**src/rtl/fetch_unit_if.sv**
```systemverilog
// Instruction-memory request/response bus between the fetch stage and imem.
// One request strobe per fetch, one response strobe per request, at most
// one transaction in flight.
interface fetch_unit_if;
  logic        imem_req;
  logic [31:0] imem_addr;
  logic        imem_rvalid;
  logic [31:0] imem_rdata;

  // Fetch stage side: issues requests, consumes responses.
  modport master (
    output imem_req,
    output imem_addr,
    input  imem_rvalid,
    input  imem_rdata
  );

  // Memory side: accepts requests, returns responses.
  modport slave (
    input  imem_req,
    input  imem_addr,
    output imem_rvalid,
    output imem_rdata
  );
endinterface

```
**src/rtl/fetch_unit.sv**
```systemverilog
// Instruction-fetch stage: owns the PC, issues one imem request at a time,
// buffers the returned word for the IF/ID register, and handles downstream
// stalls plus EX-stage redirects, discarding responses of squashed fetches.
module fetch_unit #(
  parameter logic [31:0] RESET_PC  = 32'h00000000,
  parameter logic [31:0] NOP_INSTR = 32'h00000013
) (
  input  logic               clk,
  input  logic               rst,
  input  logic               StallF,
  input  logic               PCSrcE,
  input  logic [31:0]        PCTargetE,
  fetch_unit_if.master       imem,
  output logic [31:0]        instruction,
  output logic [31:0]        PCF,
  output logic [31:0]        PCPlus4F,
  output logic               FetchBusy
);

  // BOOT : idle cycle after reset so no request coincides with reset release
  // FETCH: request strobe for the current PC
  // WAIT : request outstanding, response still wanted
  // DROP : request outstanding, response belongs to a squashed fetch
  // READY: word held and presented downstream
  typedef enum logic [2:0] {
    BOOT  = 3'd0,
    FETCH = 3'd1,
    WAIT  = 3'd2,
    DROP  = 3'd3,
    READY = 3'd4
  } state_e;

  state_e      state_q, state_d;
  logic [31:0] pc_q, pc_d;
  logic [31:0] instr_q, instr_d;

  // Redirect targets are word aligned; low address bits are forced to zero.
  logic [31:0] target_aligned;
  logic [31:0] pc_plus4;

  // Target alignment and sequential PC (wraps modulo 2^32).
  always_comb begin
    target_aligned = PCTargetE & ~32'd3;
    pc_plus4       = pc_q + 32'd4;
  end

  // State, PC and instruction-buffer registers.
  always_ff @(posedge clk or posedge rst) begin
    if (rst) begin
      state_q <= BOOT;
      pc_q    <= RESET_PC;
      instr_q <= 32'd0;
    end else begin
      state_q <= state_d;
      pc_q    <= pc_d;
      instr_q <= instr_d;
    end
  end

  // Next-state, next-PC, buffer capture and all stage outputs.
  always_comb begin
    state_d        = state_q;
    pc_d           = pc_q;
    instr_d        = instr_q;
    imem.imem_req  = 1'b0;
    imem.imem_addr = 32'd0;
    instruction    = NOP_INSTR;
    FetchBusy      = 1'b1;
    PCF            = pc_q;
    PCPlus4F       = pc_plus4;

    case (state_q)
      BOOT: begin
        state_d = FETCH;
      end

      FETCH: begin
        imem.imem_req  = 1'b1;
        imem.imem_addr = pc_q;
        // A redirect here squashes the request just issued; its response
        // still has to be absorbed in DROP. StallF is irrelevant here.
        if (PCSrcE) begin
          pc_d    = target_aligned;
          state_d = DROP;
        end else begin
          state_d = WAIT;
        end
      end

      WAIT: begin
        if (PCSrcE) begin
          pc_d = target_aligned;
          // If the stale response lands in the same cycle it is consumed
          // and dropped now, so the new fetch can start immediately.
          state_d = imem.imem_rvalid ? FETCH : DROP;
        end else if (imem.imem_rvalid) begin
          instr_d = imem.imem_rdata;
          state_d = READY;
        end
      end

      DROP: begin
        // Further redirects only retarget the PC; the outstanding stale
        // response must still be swallowed before a new request goes out.
        if (PCSrcE) begin
          pc_d = target_aligned;
        end
        if (imem.imem_rvalid) begin
          state_d = FETCH;
        end
      end

      READY: begin
        instruction = instr_q;
        FetchBusy   = 1'b0;
        if (PCSrcE) begin
          pc_d    = target_aligned;
          state_d = FETCH;
        end else if (!StallF) begin
          pc_d    = pc_plus4;
          state_d = FETCH;
        end
      end

      default: begin
        state_d = BOOT;
      end
    endcase
  end

endmodule

```
**src/flat_wrapper.sv**
```systemverilog
// flat-port wrapper written by rule: the top's interface ports become plain ports
module fetch_unit_flat 
#(
  parameter logic [31:0] RESET_PC  = 32'h00000000,
  parameter logic [31:0] NOP_INSTR = 32'h00000013
)
  (clk, rst, StallF, PCSrcE, PCTargetE, instruction, PCF, PCPlus4F, FetchBusy, imem_imem_req, imem_imem_addr, imem_imem_rvalid, imem_imem_rdata);
  fetch_unit_if imem_i ();
  input  logic clk;
  input  logic rst;
  input  logic StallF;
  input  logic PCSrcE;
  input  logic [31:0] PCTargetE;
  output logic [31:0] instruction;
  output logic [31:0] PCF;
  output logic [31:0] PCPlus4F;
  output logic FetchBusy;
  output wire logic [$bits(imem_i.imem_req)-1:0] imem_imem_req;
  output wire logic [$bits(imem_i.imem_addr)-1:0] imem_imem_addr;
  input wire logic [$bits(imem_i.imem_rvalid)-1:0] imem_imem_rvalid;
  input wire logic [$bits(imem_i.imem_rdata)-1:0] imem_imem_rdata;
  assign imem_imem_req = imem_i.imem_req;
  assign imem_imem_addr = imem_i.imem_addr;
  assign imem_i.imem_rvalid = imem_imem_rvalid;
  assign imem_i.imem_rdata = imem_imem_rdata;
  fetch_unit #(.RESET_PC(RESET_PC), .NOP_INSTR(NOP_INSTR)) u_core (.clk(clk), .rst(rst), .StallF(StallF), .PCSrcE(PCSrcE), .PCTargetE(PCTargetE), .imem(imem_i), .instruction(instruction), .PCF(PCF), .PCPlus4F(PCPlus4F), .FetchBusy(FetchBusy));
endmodule
```
**config.mk**
```make
export PLATFORM = sky130hd
export DESIGN_NAME = fetch_unit_flat
export DESIGN_NICKNAME = d
export VERILOG_FILES = /design/src/rtl/fetch_unit_if.sv /design/src/rtl/fetch_unit.sv /design/src/flat_wrapper.sv
export SDC_FILE = /design/constraint.sdc
export NUM_CORES = 1
export LEC_CHECK = 0
export ABC_AREA = 1
export CORE_AREA = 2 2 111 113
export CTS_CLUSTER_DIAMETER = 30
export DETAILED_ROUTE_END_ITERATION = 8
export DIE_AREA = 0 0 113 115
export PLACE_DENSITY = 0.74
export SETUP_SLACK_MARGIN = 0.2
export SLEW_MARGIN = 20
export SYNTH_ARGS = -nofsm -noshare
export SYNTH_HDL_FRONTEND = slang
export SYNTH_SLANG_ARGS = --single-unit
```
**constraint.sdc**
```tcl
create_clock -name clk -period 4.9 [get_ports clk]
set_clock_uncertainty 0.05 [all_clocks]
set_input_delay 0.49 -clock clk [delete_from_list [all_inputs] [get_ports clk]]
set_output_delay 0.49 -clock clk [all_outputs]
set_load 0.03 [all_outputs]
```
==> results.md <==
- Status: complete, but fails checks
- Failing checks: design-rule violations
- Most frequent cells in the layout: 190 x clkdlybuf4s50_1, 155 x nand2_1, 144 x nor2_1, 71 x inv_1, 65 x dfrtp_1
- # resized after CTS: 0
- Num rows: 40
- Layout cells sized above 1: 4.39%
- Largest net degree at the start of global routing: 46
- Count of cell types in the netlist: 31
- # diodes: 0
- CTS tree: built
- GRT overflow: 0
- H-tree depth: 3
- Commonest non-fill, non-tap cell in the layout: clkdlybuf4s50_1
- Sequential fraction of the synthesis area: between 30% and 40%
- Wire per inst: between 10 and 15 um
- Crit path DAT: roughly 3000 ps
- HP Class: flop to flop
- Dpl ws: ~2000 ps
- Hold EP: u_core.instr_q[4]
- Final Critical Period: approximately 3600 ps
- Hpwl dp: 9760 um
- Iteration count of the initial detailed-routing pass: 9
- IO Count: 199
- Period utilisation layout: approximately 73%
- Total track usage: about a fifth
- Setup TNS: 0 ps
- Synth Area in Adders: less than 1%
- First-pass GRT wire length: between 20000 and 25000 um
- Hold path start: u_core.instr_q[4]
- Core box area: approximately 12000 um2
- Worst slew margin: 33.2%
- Leak: approximately 3 nW
- Layout area overhead: 55.7%
- Simple-gate share of the synthesized area: between 30 and 40%
- Starting Density: around a third
- DIE WIDTH: roughly 110 um
- Largest fanout of any net on the critical path: 31
- Final slew viol count: 0
- Placed cells: 930
- Postcts setup bufs: 0
- Clock Sinks: 65
- CP Data Required Time: 4360 ps
- DR vias/cell: between 4 and 5
- Fmax: 0.280 GHz
- Max Cap Viol: 0
- Main synth FF type: dfrtp_1
- Reg2reg start: u_core.state_q[1]
- Async SR Flop Fraction: 100%
- CP Class: flop to primary output
- Finished Layout Cells: roughly 940
- Yosys warnings: 0
- WHS Path Cells: 1
- Routability cong.: just over 0.8
- Clock root cell: clkbuf_16
- Xor/xnor share of the synthesized area: slightly below 2%
- Startpoint types: flop
- CTS buffer count: 9
- Reg2Reg Depth: 9
- Initial antenna violation count: 0
- Clock Latency Late Sink: about 340 ps
- DR iter-0 viols: between 200 and 300
- Peak VDD IR: about 280 uV
- Main combinational cell family by area after synthesis: simple AND/OR/NAND/NOR gates
- NumNets Final: approximately 860
- R2R setup slack: ~2200 ps
- Die area: around 13000 um2
- Buffers added on ports: 190
- Drt total wl: between 10000 and 15000 um
- Post-Syn Instances: around 620
- PwrDens: around 680 nW/um2
- DR DRC count: 14
- Clock Path Buffers: 2
- Via count: between 4k and 5k
- Hold_buf cts: 0
- Reg2reg end: u_core.PCF[24]
- RSZ-0062 raised after global routing: false
- Crit. End Element: primary output
- Setup violators final: 0
- Number of synthesized register bits: 65
- Vias in the first global route: 4264
- Die Ht: 115 um
- Layout fillers: about 1.1k
- Post-route ant nets: 0
- Post-Syn Area per Cell: between 6 and 7 um2
- Worst Tran Pin Value: 995 ps
- Worst setup margin: between 1000 and 1500 ps
- Synth Cell Area: ~4100 um2
- Worst-path clk slew: around 50 ps
- Mux share of post-synthesis cell area: less than 1%
- Final Hold Fails: 0
- EDFF count, synth: 0
- Synth Area in Compound Gates: between 10% and 20%
==> critical path, cell delays in order, from the launching register on <==
cell,delay [ps]
dfrtp_1,440
nor3_1,280
clkinv_1,830
nor2_1,400
clkdlybuf4s50_1,730
==> how the worst max path moves through the flow <==
stage / from / to / slack [ps] / cells past startpoint
2_1_floorplan: u_core.state_q[1] / imem_imem_addr[10] / 2340 / 4
3_3_place_gp: PCSrcE / u_core.PCF[26] / 2010 / 8
3_5_place_dp: PCSrcE / u_core.PCF[24] / 1990 / 8
4_1_cts: u_core.PCF[3] / PCPlus4F[30] / 1650 / 8
5_1_grt: u_core.state_q[0] / imem_imem_addr[18] / 1020 / 5
6_report: u_core.state_q[1] / imem_imem_addr[18] / 1330 / 4
==> cell usage after synthesis (3+ instances only) <==
library cell    n  area share, %
a21oi_1        57            7.0
buf_1           3           0.28
buf_2           5           0.61
buf_4           9            1.7
clkbuf_1       10           0.92
dfrtp_1        65             40
inv_1          73            6.7
mux2_2          3           0.83
nand2_1       155             14
nand2_2         4           0.61
nand3_1        29            3.6
nor2_1        144             13
o21a_1         13            2.4
o21ai_0        11            1.3
or2_2           3           0.46
xor2_1          9            1.9
==> per-stage QoR <==
stage	hold WS [ps]	cell area (um2)	utilization (%)	total power, W
after CTS	449	6350	53.8	0.00434
after detailed placement	437	6030	51.1	0.00363
after global placement	431	6030	51.1	0.00360
after floorplan	421	4100	-	0.00258
after global routing	465	6350	53.8	0.00460
final	442	6350	53.8	0.00431
==> logic make-up after synthesis <==
group,Yosys count
xor+xnor,9
fa+ha+maj,1
mux,3
simple gates,346
flops,65
compound gates,86
buf+inv,104
other cells,1
==> power by group <==
part           switching [W]  internal, W  total [W]
clock               0.000228     0.000466   0.000694
sequential          0.000246     0.000794    0.00104
combinational        0.00161     0.000968    0.00258
total                0.00208      0.00223    0.00431
==> area by class of cell <==
cell class                 count  area [um2]  area share [%]
clock inverter                 3        65.1            1.02
inverter                      75         284            4.47
tap                          147         184            2.90
clock buffer                  11         253            3.98
multi-input combinational    451        2020            31.8
sequential                    65        1630            25.6
timing repair buffer         192        1920            30.2
==> state kept, by name, summed over array words and instances, names as in the netlist <==
| name | flops |
|---|---|
| u_core.PCF | 30 |
| u_core.state_q | 3 |
| u_core.instr_q | 32 |
==> metal layers <==
| layer | wire [um] | up-vias | track usage [%] |
|---|---|---|---|
| met5 | 0 | - | 0 |
| met4 | 203 | 0 | 7.07 |
| met3 | 1350 | 16 | 7.75 |
| met2 | 6220 | 178 | 35.4 |
| met1 | 5550 | 1987 | 25.1 |
| li1 | - | 2252 | - |
Power figures use the tool's default switching activity.
